`src/rtl/player_key_decoder.sv`:
```
// PS/2 set-2 scancode decoder for player controls: held-key levels for left/right/jump and a respawn pulse on ESC.
// Optional ARROW_KEYS_EN adds the extended arrow keys (E0 6B / 74 / 75) to the movement outputs.
module player_key_decoder #(
    parameter int unsigned TIMEOUT_CYCLES = 1_300_000
) (
    input  logic       clk,
    input  logic       rst,
    input  logic [7:0] rx_data,
    input  logic       rx_valid,
    output logic       left,
    output logic       right,
    output logic       jump,
    output logic       reset
);

    localparam int unsigned CNT_W = 21;
    localparam int unsigned K_A   = 0;
    localparam int unsigned K_D   = 1;
    localparam int unsigned K_W   = 2;
    localparam int unsigned K_SP  = 3;
    localparam int unsigned K_ESC = 4;
`ifdef ARROW_KEYS_EN
    localparam int unsigned K_LA     = 5;
    localparam int unsigned K_RA     = 6;
    localparam int unsigned K_UA     = 7;
    localparam int unsigned NUM_KEYS = 8;
`else
    localparam int unsigned NUM_KEYS = 5;
`endif

    typedef enum logic [1:0] {IDLE, BRK, EXT, EXT_BRK} state_t;

    state_t               state_q, state_d;
    logic [CNT_W-1:0]     cnt_q, cnt_d;
    logic [NUM_KEYS-1:0]  held_q, held_d;
    logic [NUM_KEYS-1:0]  base_hit;
    logic                 pulse_d;
    logic                 left_d, right_d, jump_d;
`ifdef ARROW_KEYS_EN
    logic [NUM_KEYS-1:0]  ext_hit;
`endif

    // One-hot match of a non-extended scancode against the tracked keys
    always_comb begin
        base_hit = '0;
        case (rx_data)
            8'h1C:   base_hit[K_A]   = 1'b1;
            8'h23:   base_hit[K_D]   = 1'b1;
            8'h1D:   base_hit[K_W]   = 1'b1;
            8'h29:   base_hit[K_SP]  = 1'b1;
            8'h76:   base_hit[K_ESC] = 1'b1;
            default: ;
        endcase
    end

`ifdef ARROW_KEYS_EN
    always_comb begin
        ext_hit = '0;
        case (rx_data)
            8'h6B:   ext_hit[K_LA] = 1'b1;
            8'h74:   ext_hit[K_RA] = 1'b1;
            8'h75:   ext_hit[K_UA] = 1'b1;
            default: ;
        endcase
    end
`endif

    // Next-state, timeout and held-flag update; a received byte always wins over the timeout
    always_comb begin
        state_d = state_q;
        cnt_d   = cnt_q;
        held_d  = held_q;
        pulse_d = 1'b0;
        if (rx_valid) begin
            cnt_d   = '0;
            state_d = IDLE;
            unique case (state_q)
                IDLE: begin
                    if (rx_data == 8'hF0) begin
                        state_d = BRK;
                    end else if (rx_data == 8'hE0) begin
                        state_d = EXT;
                    end else begin
                        held_d  = held_q | base_hit;
                        pulse_d = base_hit[K_ESC] & ~held_q[K_ESC];
                    end
                end
                BRK: held_d = held_q & ~base_hit;
                EXT: begin
                    if (rx_data == 8'hF0) begin
                        state_d = EXT_BRK;
                    end
`ifdef ARROW_KEYS_EN
                    else begin
                        held_d = held_q | ext_hit;
                    end
`endif
                end
                EXT_BRK: begin
`ifdef ARROW_KEYS_EN
                    held_d = held_q & ~ext_hit;
`endif
                end
            endcase
        end else if (state_q != IDLE) begin
            if (cnt_q == CNT_W'(TIMEOUT_CYCLES - 1)) begin
                state_d = IDLE;
                cnt_d   = '0;
            end else begin
                cnt_d = cnt_q + CNT_W'(1);
            end
        end
    end

    always_comb begin
`ifdef ARROW_KEYS_EN
        left_d  = held_d[K_A] | held_d[K_LA];
        right_d = held_d[K_D] | held_d[K_RA];
        jump_d  = held_d[K_W] | held_d[K_SP] | held_d[K_UA];
`else
        left_d  = held_d[K_A];
        right_d = held_d[K_D];
        jump_d  = held_d[K_W] | held_d[K_SP];
`endif
    end

    always_ff @(posedge clk or posedge rst) begin
        if (rst) begin
            state_q <= IDLE;
            cnt_q   <= '0;
            held_q  <= '0;
            left    <= 1'b0;
            right   <= 1'b0;
            jump    <= 1'b0;
            reset   <= 1'b0;
        end else begin
            state_q <= state_d;
            cnt_q   <= cnt_d;
            held_q  <= held_d;
            left    <= left_d;
            right   <= right_d;
            jump    <= jump_d;
            reset   <= pulse_d;
        end
    end

endmodule

```
`config.mk`:
```
export PLATFORM = sky130hd
export DESIGN_NAME = player_key_decoder
export DESIGN_NICKNAME = d
export VERILOG_FILES = /design/src/rtl/player_key_decoder.sv
export SDC_FILE = /design/constraint.sdc
export NUM_CORES = 1
export LEC_CHECK = 0
export CAP_MARGIN = 20
export CORE_MARGIN = 1
export CORE_UTILIZATION = 50
export DETAILED_ROUTE_END_ITERATION = 6
export GPL_TIMING_DRIVEN = 0
export PLACE_DENSITY = 0.71
export SLEW_MARGIN = 15
export SYNTH_ARGS = -nofsm -noshare
export SYNTH_HDL_FRONTEND = slang
export SYNTH_SLANG_ARGS = --single-unit
```
`constraint.sdc`:
```
create_clock -name clk -period 4.5 [get_ports clk]
set_input_delay 0.675 -clock clk [delete_from_list [all_inputs] [get_ports clk]]
set_output_delay 0.675 -clock clk [all_outputs]
set_load 0.02 [all_outputs]
```
Yosys cells after proc, flatten, opt, wreduce, memory -nomap -nowiden
Index checks and enable logic that the tools add are counted.

Bits in registers: 32. Output and inout bits: 4.

Add/sub/neg operators: 1. Bitwise logic cells: 6. Reduce and logical (&&, ||, !) cells: 7. Mux-type cells: 23. Equal/unequal tests: 12.

Operators with widths (number): $mux 21 (3); $add 21x1->21 const B (1); $eq 21x21->1 const B (1); $eq 8x5->1 const B (2); $eq 8x6->1 const B (2); $eq 8x8->1 const B (2); $mux 2 (6); $mux 5 (2); $pmux 5 s2 (1); $mux 1 (9); $eq 8x7->1 const B (1); $reduce_bool 2->1 (4); $and 5x5->5 (1); $not 5->5 (1); $or 5x5->5 (1); $mux 4 (1); $ne 2x2->1 const B (2); $pmux 2 s2 (1); $reduce_and 4->1 (1); $eq 2x1->1 const B (1); $eq 2x2->1 const B (1); $logic_not 2->1 (1); $reduce_and 2->1 (1); $and 1x1->1 (1); 2 further kinds (2).

Logic depth before layout (Yosys ltp)
Word-level depth: 8. Gate-level depth with buffers: 7. Depth with buffers taken out: 5.

Worst setup path before layout
No wires, ideal clock.

Kind: input port to flip-flop. Start point: in rx_data[4]. End point: reg jump. Stages on the path: 4. Arrival time: 2.069 ns. Data required time: 4.373 ns. Library setup time: 0.127 ns. Setup slack: 2.304 ns. Cells stage by stage: or4b_1 -> nor4_1 -> mux2_2 -> or2_2.

Word-level cells in the longest chain between the ends: 8.

RTL lines: start: declaration (line 8) `input logic [7:0] rx_data,`; $eq 8x6->1 (line 46) `case (rx_data)`; $mux 1 (line 46); $or 5x5->5 (line 84) `held_d = held_q | base_hit;`; $mux 5 (line 81) `end else if (rx_data == 8'hE0) begin`; $mux 5 (line 79) `if (rx_data == 8'hF0) begin`; $pmux 5 s2 (*) (line 77) `unique case (state_q)`; $mux 4 (*) (line 74) `if (rx_valid) begin`; via held_d[3] (line 35) `logic [NUM_KEYS-1:0] held_q, held_d;`; $or 1x1->1 (*) (line 123) `jump_d = held_d[K_W] | held_d[K_SP];`; via jump_d (line 38) `logic left_d, right_d, jump_d;`; end signal: assignment (line 142) `jump <= jump_d;`; end: declaration (line 12) `output logic jump,`.

Mark *: on every way through the listed nets, which the timed path passes. The rest lies on a longest branch. The select of a mux whose other input is x is not followed. A chain may end at the register's enable or synchronous reset.

Worst setup path in the final report
Ends and elaborated chain as after synthesis.

==> qor.yml <==
critical_path:
  worstPathRequired_ns: 4.71
  max_stage_delay_ns: 0.57
  critPathLaunchType: "primary input"
  r2r_start: "cnt_q[13]"
  path_cells: "clkdlybuf4s50_1, or4b_1, nor4_1, mux2_2, or2_2"
  end_kind: "register"
  crit_buf_inv: 1
  crit_family: "simple AND/OR/NAND/NOR gates"
  r2r_setup_slack_ns: 2.39
  cpMaxStageDelayCell: "or4b_1"
  worst-r2r-cell-count: 6
  path_class: "in2reg"
  r2r-end: "cnt_q[8]"
  crit_path_start: "rx_data[4]"
  cp_max_fo: 5
  arrival_ns: 2.73
timing:
  fin_crit_ns: 2.52
  period_share_pct: 56.0
  final-hold-violation-count: 0
  slew_violations: 0
  setup_tns_ns: 0
  relSlewSlack_pct: 59.6
  tightest_slew_ns: 0.602
  finClkSkew_ns: 0.00816
  fmax_mhz: 397
  rsz0062_at_grt: "no"
  setup_violations: 0
grt:
  antenna_found_initial: 0
  grt_max_degree: 31
  grt_overflow: 0
  grt_pass1_wl_um: 5590
  grt_pass1_vias: 1257
  grtUsageTotal_pct: 22.4
synthesis:
  synth_edf_count: 0
  synthArstFlopShare_pct: 100
  yosysTopAreaCell: "dfrtp_1"
  netlist_area_um2: 1580
  synth_cell_types: 41
  synth_top_area_share_pct: 47.5
  synthTopCellsByArea: "dfrtp_1 (48%), or3_1 (4.4%), a21oi_1 (4.1%), o21ai_0 (3.2%), nor2_1 (2.9%)"
  ys.flop_type: "dfrtp_1"
  ys_top_cells_by_count: "dfrtp_1 (30), a21oi_1 (13), nor2_1 (12), or3_1 (11), o21ai_0 (10)"
  netlist_instances: 165
  syn_avg_cell_area_um2: 9.57
  yosysSeqAreaShare_pct: 47.5
  synth_nets: 177
  synth_warnings: 0
  ys_ff_latch: 30
  yosysMostFrequentCell: "dfrtp_1"
min_path:
  whs_path_depth: 1
  hold_end: "reset"
  worstHoldStart: "held_q[4]"
  hp-class: "reg2reg"
placed_design:
  hpwlAfterDp_um: 2380
  dp_cells: 222
  port-buffer-count: 13
  post_dp_cell_area_um2: 1760
  gp_congestion: 0.855
power_and_ir_drop:
  p_leak_nw: 0.722
  ir_worst_vdd_mv: 0.167
  powerDensity_nw_per_um2: 270
die:
  fp.dieW_um: 58.2
  die_h_um: 58.2
  rows: 20
  dieArea_um2: 3390
  start_util_pct: 52.1
  io_pins: 15
  core_um2: 3030
detailed_routing:
  via_per_inst: 5.77
  routed_wl_um: 3220
  firstDrtPassIters: 4
  dr.first_iter.drc_count: 72
  wl_per_cell_um: 14.0
  vias: 1328
  ant_nets: 0
  drcViolationCount: 0
layout:
  multi_input_area_um2: 771
  area_growth_pct: 15.5
  seq_area_um2: 751
  stdcell_count: 230
  final_area_um2: 1820
  fillers: 271
  final_util_pct: 60.2
  diodes: 0
  nets: 197
  drive_above_1_share_pct: 11.3
clock_network:
  cts_tree: "yes"
  cts_root_buf: "clkbuf_4"
  clock-sinks: 30
  cts_resized: 0
  ctsHtreeMaxLevel: 2
  clockBufferDepth: 2
  path_clk_slew_ns: 0.08
  postCtsHoldBufs: 0
  worst_skew_pair.late_latency_ns: 0.33
  cts_buffers: 5
  postCtsSetupRepairBufs: 0
outcome:
  status: "finished, final reports clean"
flow_run:
  maxCapViolCount: 0
==> cell usage in the layout, fill, tap and decap left out, types with 2 or more instances in the layout <==
cell type        synthesis  layout
nand2_1                  8       8
nor4_1                   4       4
o31ai_1                  2       2
xor2_1                   3       3
xnor2_1                  5       5
nor2_1                  12      12
nor3_1                   5       5
dfrtp_1                 30      30
nand3b_1                 2       2
inv_1                    6       5
and4b_1                  2       2
o21ai_0                 10      10
nand3_1                  6       6
a31oi_1                  2       2
and4_1                   2       2
or2_2                    2       2
or4b_1                   2       2
nand4_1                  7       7
or3_1                   11      11
clkdlybuf4s50_1          0      13
clkbuf_4                 0       5
mux2_2                   3       3
buf_2                    4       4
a21oi_1                 13      13
nand2b_1                 3       3
or4_1                    4       4
clkbuf_1                 1       2
==> cell families after synthesis <==
| kind of cell | after synthesis | share of synthesized area, % |
|---|---|---|
| adder cells (fa/ha/maj) | 1 | 0.792 |
| flip-flops | 30 | 47.5 |
| XOR/XNOR | 8 | 4.44 |
| AND/OR/NAND/NOR | 78 | 29.6 |
| multiplexers | 4 | 2.85 |
| AO/OA/AOI/OAI | 31 | 11.2 |
| buffers and inverters | 13 | 3.64 |
==> worst max path at each step <==
stage	end	slack, ns	cells past startpoint
after floorplan	jump	2.30	4
after global placement	jump	1.70	5
after detailed placement	jump	1.65	5
after CTS	jump	2.00	5
after global routing	jump	1.92	5
final	jump	1.98	5
==> per-layer routing <==
layer / vias up / share of wire [%] / GRT usage [%]
li1: 652 / - / -
met1: 640 / 46 / 28.3
met2: 28 / 49 / 36.9
met3: 8 / 3.5 / 4.69
met4: 0 / 2.1 / 10.2
met5: - / 0 / 0
==> registers in the layout (all words and copies together) (netlist names) <==
name and flops:
jump 1, reset 1, state_q 2, cnt_q 21, held_q 5
==> cell type report <==
cell class              count  area share (%)
plain buffers               7            1.92
repair buffers             13            7.13
well taps                  44            3.02
inverters                   6            1.23
flip-flops and latches     30            41.2
clock buffers               7            3.02
clock inverters             1           0.274
multi-input cells         122            42.2
==> stage by stage <==
| step | setup slack [ns] | power [mW] | hold slack (ns) |
|---|---|---|---|
| 3_3_place_gp | 1.70 | 0.333 | 0.421 |
| 6_report | 1.98 | 0.493 | 0.441 |
| 2_1_floorplan | 2.30 | 0.313 | 0.404 |
| 3_5_place_dp | 1.65 | 0.335 | 0.430 |
| 4_1_cts | 2.00 | 0.499 | 0.441 |
| 5_1_grt | 1.92 | 0.516 | 0.476 |
==> power breakdown <==
part	switching, mW	internal (mW)
clock network	0.0877	0.0755
logic	0.0269	0.0212
registers	0.00592	0.276
total	0.120	0.373
==> worst reg2reg max path, stage by stage (launching register included) <==
cell and delay (ns):
dfrtp_1 0.42, or4b_1 0.54, nor4_1 0.32, a31o_1 0.20, buf_2 0.20, buf_2 0.24, nor2_1 0.08
Note: power is estimated with default switching activity, not from simulation.
